==> src/rtl/alu_seq_pkg.sv <==
// Shared sequencer/ALU definitions: state encoding, op select width and op codes.
package alu_seq_pkg;

  localparam int OP_W = 2;

  typedef enum logic [2:0] {
    LOAD_A  = 3'd0,
    LOAD_B  = 3'd1,
    LOAD_OP = 3'd2,
    ISSUE   = 3'd3,
    WAIT    = 3'd4,
    SEND    = 3'd5
  } seq_state_e;

  typedef enum logic [OP_W-1:0] {
    ADD = 2'd0,
    SUB = 2'd1,
    MUL = 2'd2,
    CMP = 2'd3
  } alu_op_e;

  // Byte-index counter width; a single-byte word still needs one bit.
  function automatic int cnt_width(input int nbytes);
    return (nbytes > 1) ? $clog2(nbytes) : 1;
  endfunction

endpackage

==> src/rtl/alu_byte_sequencer_byte_shift_reg.sv <==
// WIDTH-bit register written one byte at a time at a selectable byte index.
module byte_shift_reg #(
  parameter int WIDTH = 32,
  parameter int IDX_W = 2
) (
  input  logic             clk,
  input  logic             rst_n,
  input  logic             clr,
  input  logic             we,
  input  logic [IDX_W-1:0] idx,
  input  logic [7:0]       din,
  output logic [WIDTH-1:0] q
);
  import alu_seq_pkg::*;

  localparam int NB = WIDTH / 8;

  logic [WIDTH-1:0] q_q, q_d;

  always_comb begin
    q_d = q_q;
    if (clr) begin
      q_d = '0;
    end else if (we) begin
      for (int i = 0; i < NB; i++) begin
        if (idx == IDX_W'(i)) q_d[i*8 +: 8] = din;
      end
    end
  end

  always_ff @(posedge clk or negedge rst_n) begin
    if (!rst_n) q_q <= '0;
    else        q_q <= q_d;
  end

  assign q = q_q;

endmodule

==> src/rtl/alu_byte_sequencer.sv <==
// Byte-serial operand loader, ALU issue/wait handshake and result byte streamer.
module alu_byte_sequencer #(
  parameter int WIDTH = 32,
  parameter int OP_W  = alu_seq_pkg::OP_W
) (
  input  logic             clk,
  input  logic             rst_n,
  input  logic             ena,
  input  logic             abort,
  input  logic [7:0]       din,
  input  logic             din_valid,
  output logic             din_ready,
  output logic [WIDTH-1:0] alu_a,
  output logic [WIDTH-1:0] alu_b,
  output logic [OP_W-1:0]  alu_op,
  output logic             alu_start,
  input  logic [WIDTH-1:0] alu_result,
  input  logic             alu_done,
  output logic [7:0]       dout,
  output logic             dout_valid,
  input  logic             dout_ready,
  output logic             busy
);
  import alu_seq_pkg::*;

  localparam int NBYTES = WIDTH / 8;
  localparam int CNT_W  = cnt_width(NBYTES);
  localparam logic [CNT_W-1:0] LAST = CNT_W'(NBYTES - 1);

  seq_state_e       state_q, state_d;
  logic [CNT_W-1:0] cnt_q, cnt_d;
  logic [OP_W-1:0]  op_q, op_d;
  logic [WIDTH-1:0] result_q, result_d;
  logic             done_seen_q, done_seen_d;
  logic [7:0]       dout_q, dout_d;
  logic             we_a, we_b, clr_ops;

  function automatic logic [7:0] byte_at(input logic [WIDTH-1:0] w,
                                         input logic [CNT_W-1:0] idx);
    logic [7:0] b;
    b = 8'h00;
    for (int i = 0; i < NBYTES; i++) begin
      if (idx == CNT_W'(i)) b = w[i*8 +: 8];
    end
    return b;
  endfunction

  always_comb begin
    state_d     = state_q;
    cnt_d       = cnt_q;
    op_d        = op_q;
    result_d    = result_q;
    done_seen_d = done_seen_q;
    we_a        = 1'b0;
    we_b        = 1'b0;
    clr_ops     = 1'b0;

    if (abort) begin
      state_d     = LOAD_A;
      cnt_d       = '0;
      op_d        = '0;
      done_seen_d = 1'b0;
      clr_ops     = 1'b1;
    end else begin
      // The done pulse is captured even while stalled so it is never lost.
      if (state_q == WAIT && alu_done && !done_seen_q) begin
        result_d    = alu_result;
        done_seen_d = 1'b1;
      end
      if (ena) begin
        unique case (state_q)
          LOAD_A: if (din_valid) begin
            we_a = 1'b1;
            if (cnt_q == LAST) begin
              cnt_d   = '0;
              state_d = LOAD_B;
            end else begin
              cnt_d = cnt_q + CNT_W'(1);
            end
          end
          LOAD_B: if (din_valid) begin
            we_b = 1'b1;
            if (cnt_q == LAST) begin
              cnt_d   = '0;
              state_d = LOAD_OP;
            end else begin
              cnt_d = cnt_q + CNT_W'(1);
            end
          end
          LOAD_OP: if (din_valid) begin
            op_d    = din[OP_W-1:0];
            state_d = ISSUE;
          end
          ISSUE: state_d = WAIT;
          WAIT: if (done_seen_q || alu_done) begin
            state_d     = SEND;
            done_seen_d = 1'b0;
          end
          SEND: if (dout_ready) begin
            if (cnt_q == LAST) begin
              cnt_d   = '0;
              state_d = LOAD_A;
            end else begin
              cnt_d = cnt_q + CNT_W'(1);
            end
          end
          default: begin
            state_d = LOAD_A;
            cnt_d   = '0;
          end
        endcase
      end
    end

    // Output byte is pre-selected from next-cycle values so dout is a flop.
    dout_d = byte_at(result_d, cnt_d);
  end

  always_ff @(posedge clk or negedge rst_n) begin
    if (!rst_n) begin
      state_q     <= LOAD_A;
      cnt_q       <= '0;
      op_q        <= '0;
      result_q    <= '0;
      done_seen_q <= 1'b0;
      dout_q      <= 8'h00;
    end else begin
      state_q     <= state_d;
      cnt_q       <= cnt_d;
      op_q        <= op_d;
      result_q    <= result_d;
      done_seen_q <= done_seen_d;
      dout_q      <= dout_d;
    end
  end

  byte_shift_reg #(.WIDTH(WIDTH), .IDX_W(CNT_W)) u_opa (
    .clk   (clk),
    .rst_n (rst_n),
    .clr   (clr_ops),
    .we    (we_a),
    .idx   (cnt_q),
    .din   (din),
    .q     (alu_a)
  );

  byte_shift_reg #(.WIDTH(WIDTH), .IDX_W(CNT_W)) u_opb (
    .clk   (clk),
    .rst_n (rst_n),
    .clr   (clr_ops),
    .we    (we_b),
    .idx   (cnt_q),
    .din   (din),
    .q     (alu_b)
  );

  assign din_ready  = ena && (state_q inside {LOAD_A, LOAD_B, LOAD_OP});
  assign alu_start  = ena && !abort && (state_q == ISSUE);
  assign dout_valid = ena && !abort && (state_q == SEND);
  assign dout       = dout_q;
  assign alu_op     = op_q;
  assign busy       = (state_q != LOAD_A) || (cnt_q != '0);

endmodule

==> config.mk <==
export PLATFORM = sky130hd
export DESIGN_NAME = alu_byte_sequencer
export DESIGN_NICKNAME = d
export VERILOG_FILES = /design/src/rtl/alu_seq_pkg.sv /design/src/rtl/alu_byte_sequencer_byte_shift_reg.sv /design/src/rtl/alu_byte_sequencer.sv
export SDC_FILE = /design/constraint.sdc
export NUM_CORES = 1
export LEC_CHECK = 0
export CORE_MARGIN = 1.5
export CORE_UTILIZATION = 45
export CTS_CLUSTER_SIZE = 24
export DETAILED_ROUTE_END_ITERATION = 6
export PLACE_DENSITY_LB_ADDON = 0.3
export SLEW_MARGIN = 0
export SYNTH_ARGS = -nofsm -noshare
export SYNTH_HDL_FRONTEND = slang
export SYNTH_SLANG_ARGS = --single-unit
==> constraint.sdc <==
create_clock -name clk -period 3.6 [get_ports clk]
set_clock_uncertainty 0.05 [all_clocks]
set_input_delay 0.36 -clock clk [delete_from_list [all_inputs] [get_ports clk]]
set_output_delay 0.36 -clock clk [all_outputs]
set_load 0.02 [all_outputs]
==> summary.md, run 1 <==
| Metric | Value |
|---|---|
| Status | finished clean |
| Vias in the first global route | 3296 |
| Int Power | 1.84 mW |
| Final min period | 2780 ps |
| Layout Nets | 568 |
| Hold_buf cts | 1 |
| Arr. time, crit path | 2970 ps |
| Post-route cell area | 6100 um^2 |
| Synth-to-Final Area Change | 31.9% |
| Global-route wire length before repair | 16.6 mm |
| Detailed Route WL | 10.2 mm |
| Syn_area_per_cell | 11.6 um^2 |
| Syn nets | 451 |
| Cell-by-cell trace of the critical path | nand2b_1 > nand4b_2 > mux2_2 > mux2i_1 > mux2i_1 |
| Worst R2R Setup Slack | 820 ps |
| Post-synthesis mux area share | 14.1% |
| Register area share after synthesis | 60.6% |
| Most frequent cells in the layout | clkdlybuf4s50_1, dfrtp_1, nand2_1 |
| Synth Area in Compound Gates | 11.6% |
| Antenna viol nets, final | 0 |
| Via count | 3359 |
| Max IR drop VDD | 0.189 mV |
| Worst Tran Pin Value | 1010 ps |
| Core Area | 9860 um^2 |
| Post-Synth Simple-Gate Area | 8.93% |
| Leakage | 2.88 nW |
| Setup crit start | state_q[2]$_DFFE_PN0P_ |
| Final Hold Viols | 0 |
| CTS tree | done |
| Clk sinks | 112 |
| Clk network pwr share | 26.9% |
| Routed length on met3 | 606 um |
| Post-CTS setup buffers | 0 |
| Met2 Routed Length | 4.97 mm |
| Setup TNS | 0 ps |
| Die height | 104 um |
| CP Capture Type | register |
| Detail-routed net length per standard cell | 15.5 um |
| Critical Path RT | 3780 ps |
| WL met1 | 4.45 mm |
| Site row count | 36 |
| Crit-path max cell delay | 900 ps |
| Top layer in use | met4 |
| Post-cts resize count | 0 |
| Post-synth cell types | 34 |
| WS Path Type | reg -> reg |
| # DRC | 0 |
| DP Wirelength | 7.34 mm |
| Starting density of the core | 46.9% |
| Share of cells above drive strength 1 | 11.3% |
| PD cells | 425 nW/um^2 |
| Hold WC Path Type | reg -> reg |
| Fin. max-slew vios | 0 |
| DRT iter0 DRCs | 144 |
| Vias per cell | 5.13 |
| CTS Buffer Depth | 2 |
| Max cap viols | 0 |
| Worst-path clk slew | 100 ps |
| Fill cells | 815 |
| RePlAce Congestion | 0.788 |
| Slowest CP cell | nand4b_2 |
| Xor and xnor area share after synthesis | 0% |
| Largest net degree at the start of global routing | 46 |
| ANT cells | 0 |
| Most used cell, CP | mux2i_1 |
| Crit path launch type | register |
| Adder-Cell Fraction of Synth Area | 1.08% |
| Placed standard-cell area | 5910 um^2 |
| Global route total overflow | 0 |
| Sw Ratio | 29.2% |
| Synth Instances | 400 |
| Ports | 125 |
| Seq cells post-synth | 112 |
| Reg power frac | 53.8% |
| Worst-skew pair later-pin latency | 370 ps |
| Max Fclk | 359 MHz |
| CTS buffer count | 9 |
| NetSw | 756 uW |
| Post-route clock period utilization | 77.3% |
| CP Buf/Inv Count | 0 |
| Crit-path leading delay family | simple AND/OR/NAND/NOR gates |
| Initial antenna violation count | 0 |
| GRT Total Usage | 19.4% |
| RSZ-0062 raised after global routing | false |
| Die ar. | 10900 um^2 |
| Logic pwr share | 19.4% |
| Router iterations before antenna repair | 4 |
| YS warnings | 0 |
| Mapped Area | 4630 um^2 |
| Die Width | 104 um |
| Final setup viols | 0 |
| Worst Path Max Fanout | 32 |
| Tot Pwr | 2.59 mW |
| Most common cell after layout, fill and taps aside | clkdlybuf4s50_1 |
| Slew headroom | 32.1% |
| IO Port Bufs | 124 |
| Largest family of logic cells by synthesized area | multiplexers |
| H-tree depth | 3 |
| Hold Crit Start | u_opb.q[31]$_DFFE_PN0P_ |
| Worst flop-to-flop path startpoint | state_q[2]$_DFFE_PN0P_ |
| Clk root buf | clkbuf_8 |
[final timing paths]
check,cells after the start,end
min,2,u_opb.q[31]$_DFFE_PN0P_
min in group asynchronous,2,u_opb.q[3]$_DFFE_PN0P_
max,5,dout[0]$_DFF_PN0_
max in group asynchronous,3,result_q[22]$_DFF_PN0_
min reg2reg,2,u_opb.q[31]$_DFFE_PN0P_
max reg2reg,5,dout[0]$_DFF_PN0_
[routing by layer]
layer | up-vias | global-route usage (%)
li1 | 1611 | -
met1 | 1623 | 24.9
met2 | 110 | 31.9
met3 | 15 | 4.26
met4 | 0 | 7.74
met5 | - | 0
[synth_stat cells, drive strengths merged]
master  count  area, um^2
buf        14         114
o221ai      1        8.76
dfrtp     112        2800
o21ai      77         404
mux2i      29         290
a21o        1        7.51
a211oi      1        7.51
ha          4        50.1
nand3b      3        22.5
or2         1        6.26
a211o       1        8.76
inv         7        26.3
clkbuf      9        33.8
a21oi       6        30.0
and2        1        6.26
or3         1        6.26
nand4b      2        23.8
nor2        9        33.8
o32ai       1        8.76
mux2       32         360
a311oi      2        17.5
a31oi       1        6.26
nand4       1        6.26
nand2      77         289
nand2b      3        18.8
o22ai       1        6.26
o32a        3        30.0
[sequential cells by signal (all words and copies together), names as in the netlist]
name,count
u_opa.q,32
cnt_q,2
done_seen_q,1
dout,8
u_opb.q,32
result_q,32
alu_op,2
state_q,3
[stage by stage]
| step | hold WS, ps | utilization [%] | setup slack [ps] | instances |
|---|---|---|---|---|
| 2_1_floorplan | 14.4 | - | 1650 | 400 |
| 3_3_place_gp | 322 | 59.9 | 570 | 638 |
| 3_5_place_dp | 324 | 59.9 | 412 | 638 |
| 4_1_cts | 444 | 61.8 | 742 | 655 |
| 5_1_grt | 467 | 61.8 | 567 | 655 |
| 6_report | 438 | 61.8 | 818 | 655 |
[cell families (layout without fill, tap and decap cells)]
| kind of cell | Yosys count | after routing |
|---|---|---|
| buffers and inverters | 30 | 152 |
| muxes | 61 | 61 |
| and+or+nand+nor | 98 | 98 |
| adders and majority gates | 4 | 4 |
| DFF | 112 | 112 |
| AOI/OAI and AO/OA | 95 | 95 |
[worst register-to-register path, delay by kind of cell, from the launching register on]
kind             cells  cell delay (ps)
multiplexers         3              880
AND/OR/NAND/NOR      2             1030
flip-flops           1              690
[layout make-up]
class,count,area (um^2),area share [%]
inverters,7,26.3,0.431
clock buffers,10,128,2.09
flip-flops and latches,112,2800,45.9
repair buffers,129,1280,21.0
multi-input cells,258,1650,27.0
clock inverters,6,50.0,0.820
well taps,133,166,2.73
[power by group through the flow]
stage / clock network [mW] / registers [mW] / logic [mW]
finish: 0.696 / 1.39 / 0.502
global route: 0.760 / 1.40 / 0.543
CTS: 0.715 / 1.39 / 0.509
detailed placement: 0 / 1.42 / 0.507
global placement: 0 / 1.42 / 0.498
floorplan: 0 / 1.51 / 0.125
Note: power is estimated with default switching activity, not from simulation.
==> run 2: changes to the inputs <==
--- a/config.mk
+++ b/config.mk
@@ -6,7 +6,7 @@
 export NUM_CORES = 1
 export LEC_CHECK = 0
 export CORE_MARGIN = 1.5
-export CORE_UTILIZATION = 45
+export CORE_UTILIZATION = 44
 export CTS_CLUSTER_SIZE = 24
 export DETAILED_ROUTE_END_ITERATION = 6
 export PLACE_DENSITY_LB_ADDON = 0.3
==> constraint.sdc (replaced) <==
create_clock -name clk -period 2.35 [get_ports clk]
set_clock_uncertainty 0.05 [all_clocks]
set_input_delay 0.235 -clock clk [delete_from_list [all_inputs] [get_ports clk]]
set_output_delay 0.235 -clock clk [all_outputs]
set_load 0.02 [all_outputs]
==> run 2 against run 1 <==
Net effect:
- total power grew 54%
- non-clock buffer count grew 1
- critical path type is now reg -> out
- combinational power grew 54%
- largest power group unchanged
- sequential cell count is the same
- sequential share of layout area shrank 0.38 points
- largest cell class unchanged
- count of clock-buffer cells in the layout grew 1
==> summary.md, run 2 (synthesis results as in run 1) <==
| Metric | Value |
|---|---|
| Status | finished clean (unchanged) |
| Site row count | 37 (was 36) |
| Vias per cell | 5.08 (was 5.13) |
| Largest net degree at the start of global routing | 98 (was 46) |
| Register area | 2800 um^2 (about the same) |
| H-tree depth | 3 (unchanged) |
| Vias in the first global route | 3369 (was 3296) |
| Fin. max-slew vios | 0 (unchanged) |
| PD cells | 647 nW/um^2 (was 425 nW/um^2) |
| Global-route wire length before repair | 17.0 mm (was 16.6 mm) |
| Most frequent cells in the layout | clkdlybuf4s50_1, dfrtp_1, nand2_1 (unchanged) |
| Initial antenna violation count | 0 (unchanged) |
| Most common cell after layout, fill and taps aside | clkdlybuf4s50_1 (unchanged) |
| Clk network pwr share | 27.0% (was 26.9%) |
| CTS tree | done (unchanged) |
| Detail-routed net length per standard cell | 15.6 um (was 15.5 um) |
| Worst Path Max Fanout | 15 (was 32) |
| GRT Total Usage | 19.7% (was 19.4%) |
| WS Path Type | reg -> out (was reg -> reg) |
| IO Port Bufs | 124 (unchanged) |
| Setup TNS | 0 ps (unchanged) |
| Worst Tran Pin Value | 914 ps (was 1010 ps) |
| Reg power frac | 53.6% (was 53.8%) |
| Synth-to-Final Area Change | 33.1% (was 31.9%) |
| Die Width | 106 um (was 104 um) |
| Final Hold Viols | 0 (unchanged) |
| Antenna viol nets, final | 0 (unchanged) |
| CTS buffer count | 9 (unchanged) |
| Cell-by-cell trace of the critical path | nand3b_1 > nor2_1 > clkdlybuf4s50_1 (was nand2b_1 > nand4b_2 > mux2_2 > mux2i_1 > mux2i_1) |
| Die ar. | 11100 um^2 (was 10900 um^2) |
| Router iterations before antenna repair | 4 (unchanged) |
| Placed standard-cell area | 5960 um^2 (was 5910 um^2) |
| Worst-skew pair later-pin latency | 380 ps (was 370 ps) |
| Max Fclk | 441 MHz |
| Critical Path RT | 2070 ps (was 3780 ps) |
| Max cap viols | 0 (unchanged) |
| Clk root buf | clkbuf_8 (unchanged) |
| NetSw | 1.15 mW (was 756 uW) |
| Post-layout util | 59.9% (was 61.8%) |
| Multi-input gate area | 1650 um^2 (unchanged) |
| Core Area | 10300 um^2 (was 9860 um^2) |
| Global route total overflow | 0 (unchanged) |
| CTS Buffer Depth | 2 (unchanged) |
| Arr. time, crit path | 1980 ps (was 2970 ps) |
| Share of cells above drive strength 1 | 11.7% (was 11.3%) |
| Worst-path clk slew | 100 ps (about the same) |
| Post-route clock period utilization | 96.5% |
| Post-route cell area | 6150 um^2 (was 6100 um^2) |
| Layout Nets | 569 (was 568) |
| Die height | 106 um (was 104 um) |
| Sw Ratio | 28.8% (was 29.2%) |
| Crit path launch type | register (unchanged) |
| Logic pwr share | 19.4% (about the same) |
| Via count | 3347 (was 3359) |
| Int Power | 2.84 mW (was 1.84 mW) |
| Final min period | 2270 ps |
| Crit-path max cell delay | 620 ps (was 900 ps) |
| ANT cells | 0 (unchanged) |
| RePlAce Congestion | 0.776 (was 0.788) |
| Leakage | 2.90 nW (was 2.88 nW) |
| Clk sinks | 112 (unchanged) |
| Hold WC Path Type | in -> async (was reg -> reg) |
| Detailed Route WL | 10.3 mm (was 10.2 mm) |
| Ports | 125 (unchanged) |
| CP Capture Type | output port (was register) |
| RSZ-0062 raised after global routing | false (unchanged) |
| Final setup viols | 0 (unchanged) |
| Max IR drop VDD | 0.261 mV (was 0.189 mV) |
| Slew headroom | 38.7% (was 32.1%) |
| Starting density of the core | 45.0% (was 46.9%) |
| Tot Pwr | 3.98 mW (was 2.59 mW) |
| # DRC | 0 (unchanged) |
| Slowest CP cell | clkdlybuf4s50_1 (was nand4b_2) |
| Fill cells | 879 (was 815) |
| DRT iter0 DRCs | 139 (was 144) |
| DP Wirelength | 7.39 mm (was 7.34 mm) |
==> run 2: changes by cell type in the layout (fill, tap and decap cells not counted) <==
cell        change
dfrtp_1         -1
inv_6           -2
clkinvlp_4      +1
buf_12          +3
clkbuf_8        +1
dfrtp_2         +1
buf_4           -2
==> run 2: path summary, 6_finish.rpt <==
kind | startpoint | endpoint | slack (ps) | cells past startpoint
hold / removal | rst_n | u_opb.q[0]$_DFFE_PN0P_ | 200 | 2
hold reg to reg | u_opa.q[6]$_DFFE_PN0P_ | u_opa.q[6]$_DFFE_PN0P_ | 440 | 2
setup / recovery | state_q[1]$_DFFE_PN0P_ | dout_valid | 80 | 3
max in group asynchronous | rst_n | result_q[24]$_DFF_PN0_ | 1280 | 3
setup reg to reg | cnt_q[0]$_DFF_PN0_ | dout[1]$_DFF_PN0_ | 170 | 9
min in group clk | alu_result[28] | result_q[28]$_DFF_PN0_ | 430 | 2
==> run 2: what timing repair did <==
item | in CTS | in global routing
buffers inserted | 0 | 0
hold endpoints to repair | 15 | 0
gates resized for setup | 0 | 1
setup endpoints to repair | 0 | 2
hold buffers | 1 | 0
==> run 2: cell type report <==
cell class / instances / share of cell area, %
clock inverters: 5 / 0.651
multi-input cells: 258 / 26.8
flip-flops and latches: 112 / 45.6
clock buffers: 11 / 2.30
inverters: 7 / 0.427
well taps: 136 / 2.76
repair buffers: 130 / 21.5
==> run 2: critical path, delay by kind of cell, from the launching register on <==
kind                   cells  cell delay (ps)
buffers and inverters      1              620
flip-flops                 1              540
AND/OR/NAND/NOR            2              450
==> run 2: per-layer routing <==
metal	vias to the layer above	global-route usage, %	part of all wire, %
met5	-	0	0
met4	0	7.72	1.9
met3	15	5.50	6.3
met2	112	32.1	48
met1	1607	25.1	44
li1	1613	-	-
==> run 2: through the flow <==
stage | setup WS, ps | hold slack [ps] | cells
global placement | 213 | 57.3 | 642
global route | 11.9 | 215 | 659
finish | 82.8 | 202 | 659
floorplan | 399 | -111 | 400
CTS | 9.45 | 201 | 659
detailed placement | 124 | 65.6 | 642
==> run 2: power groups by stage <==
stage          clock [mW]  combinational (mW)  sequential [mW]
5_1_grt              1.18               0.839             2.15
3_5_place_dp            0               0.782             2.17
2_1_floorplan           0               0.191             2.32
6_report             1.07               0.775             2.13
3_3_place_gp            0               0.766             2.17
4_1_cts              1.11               0.784             2.14
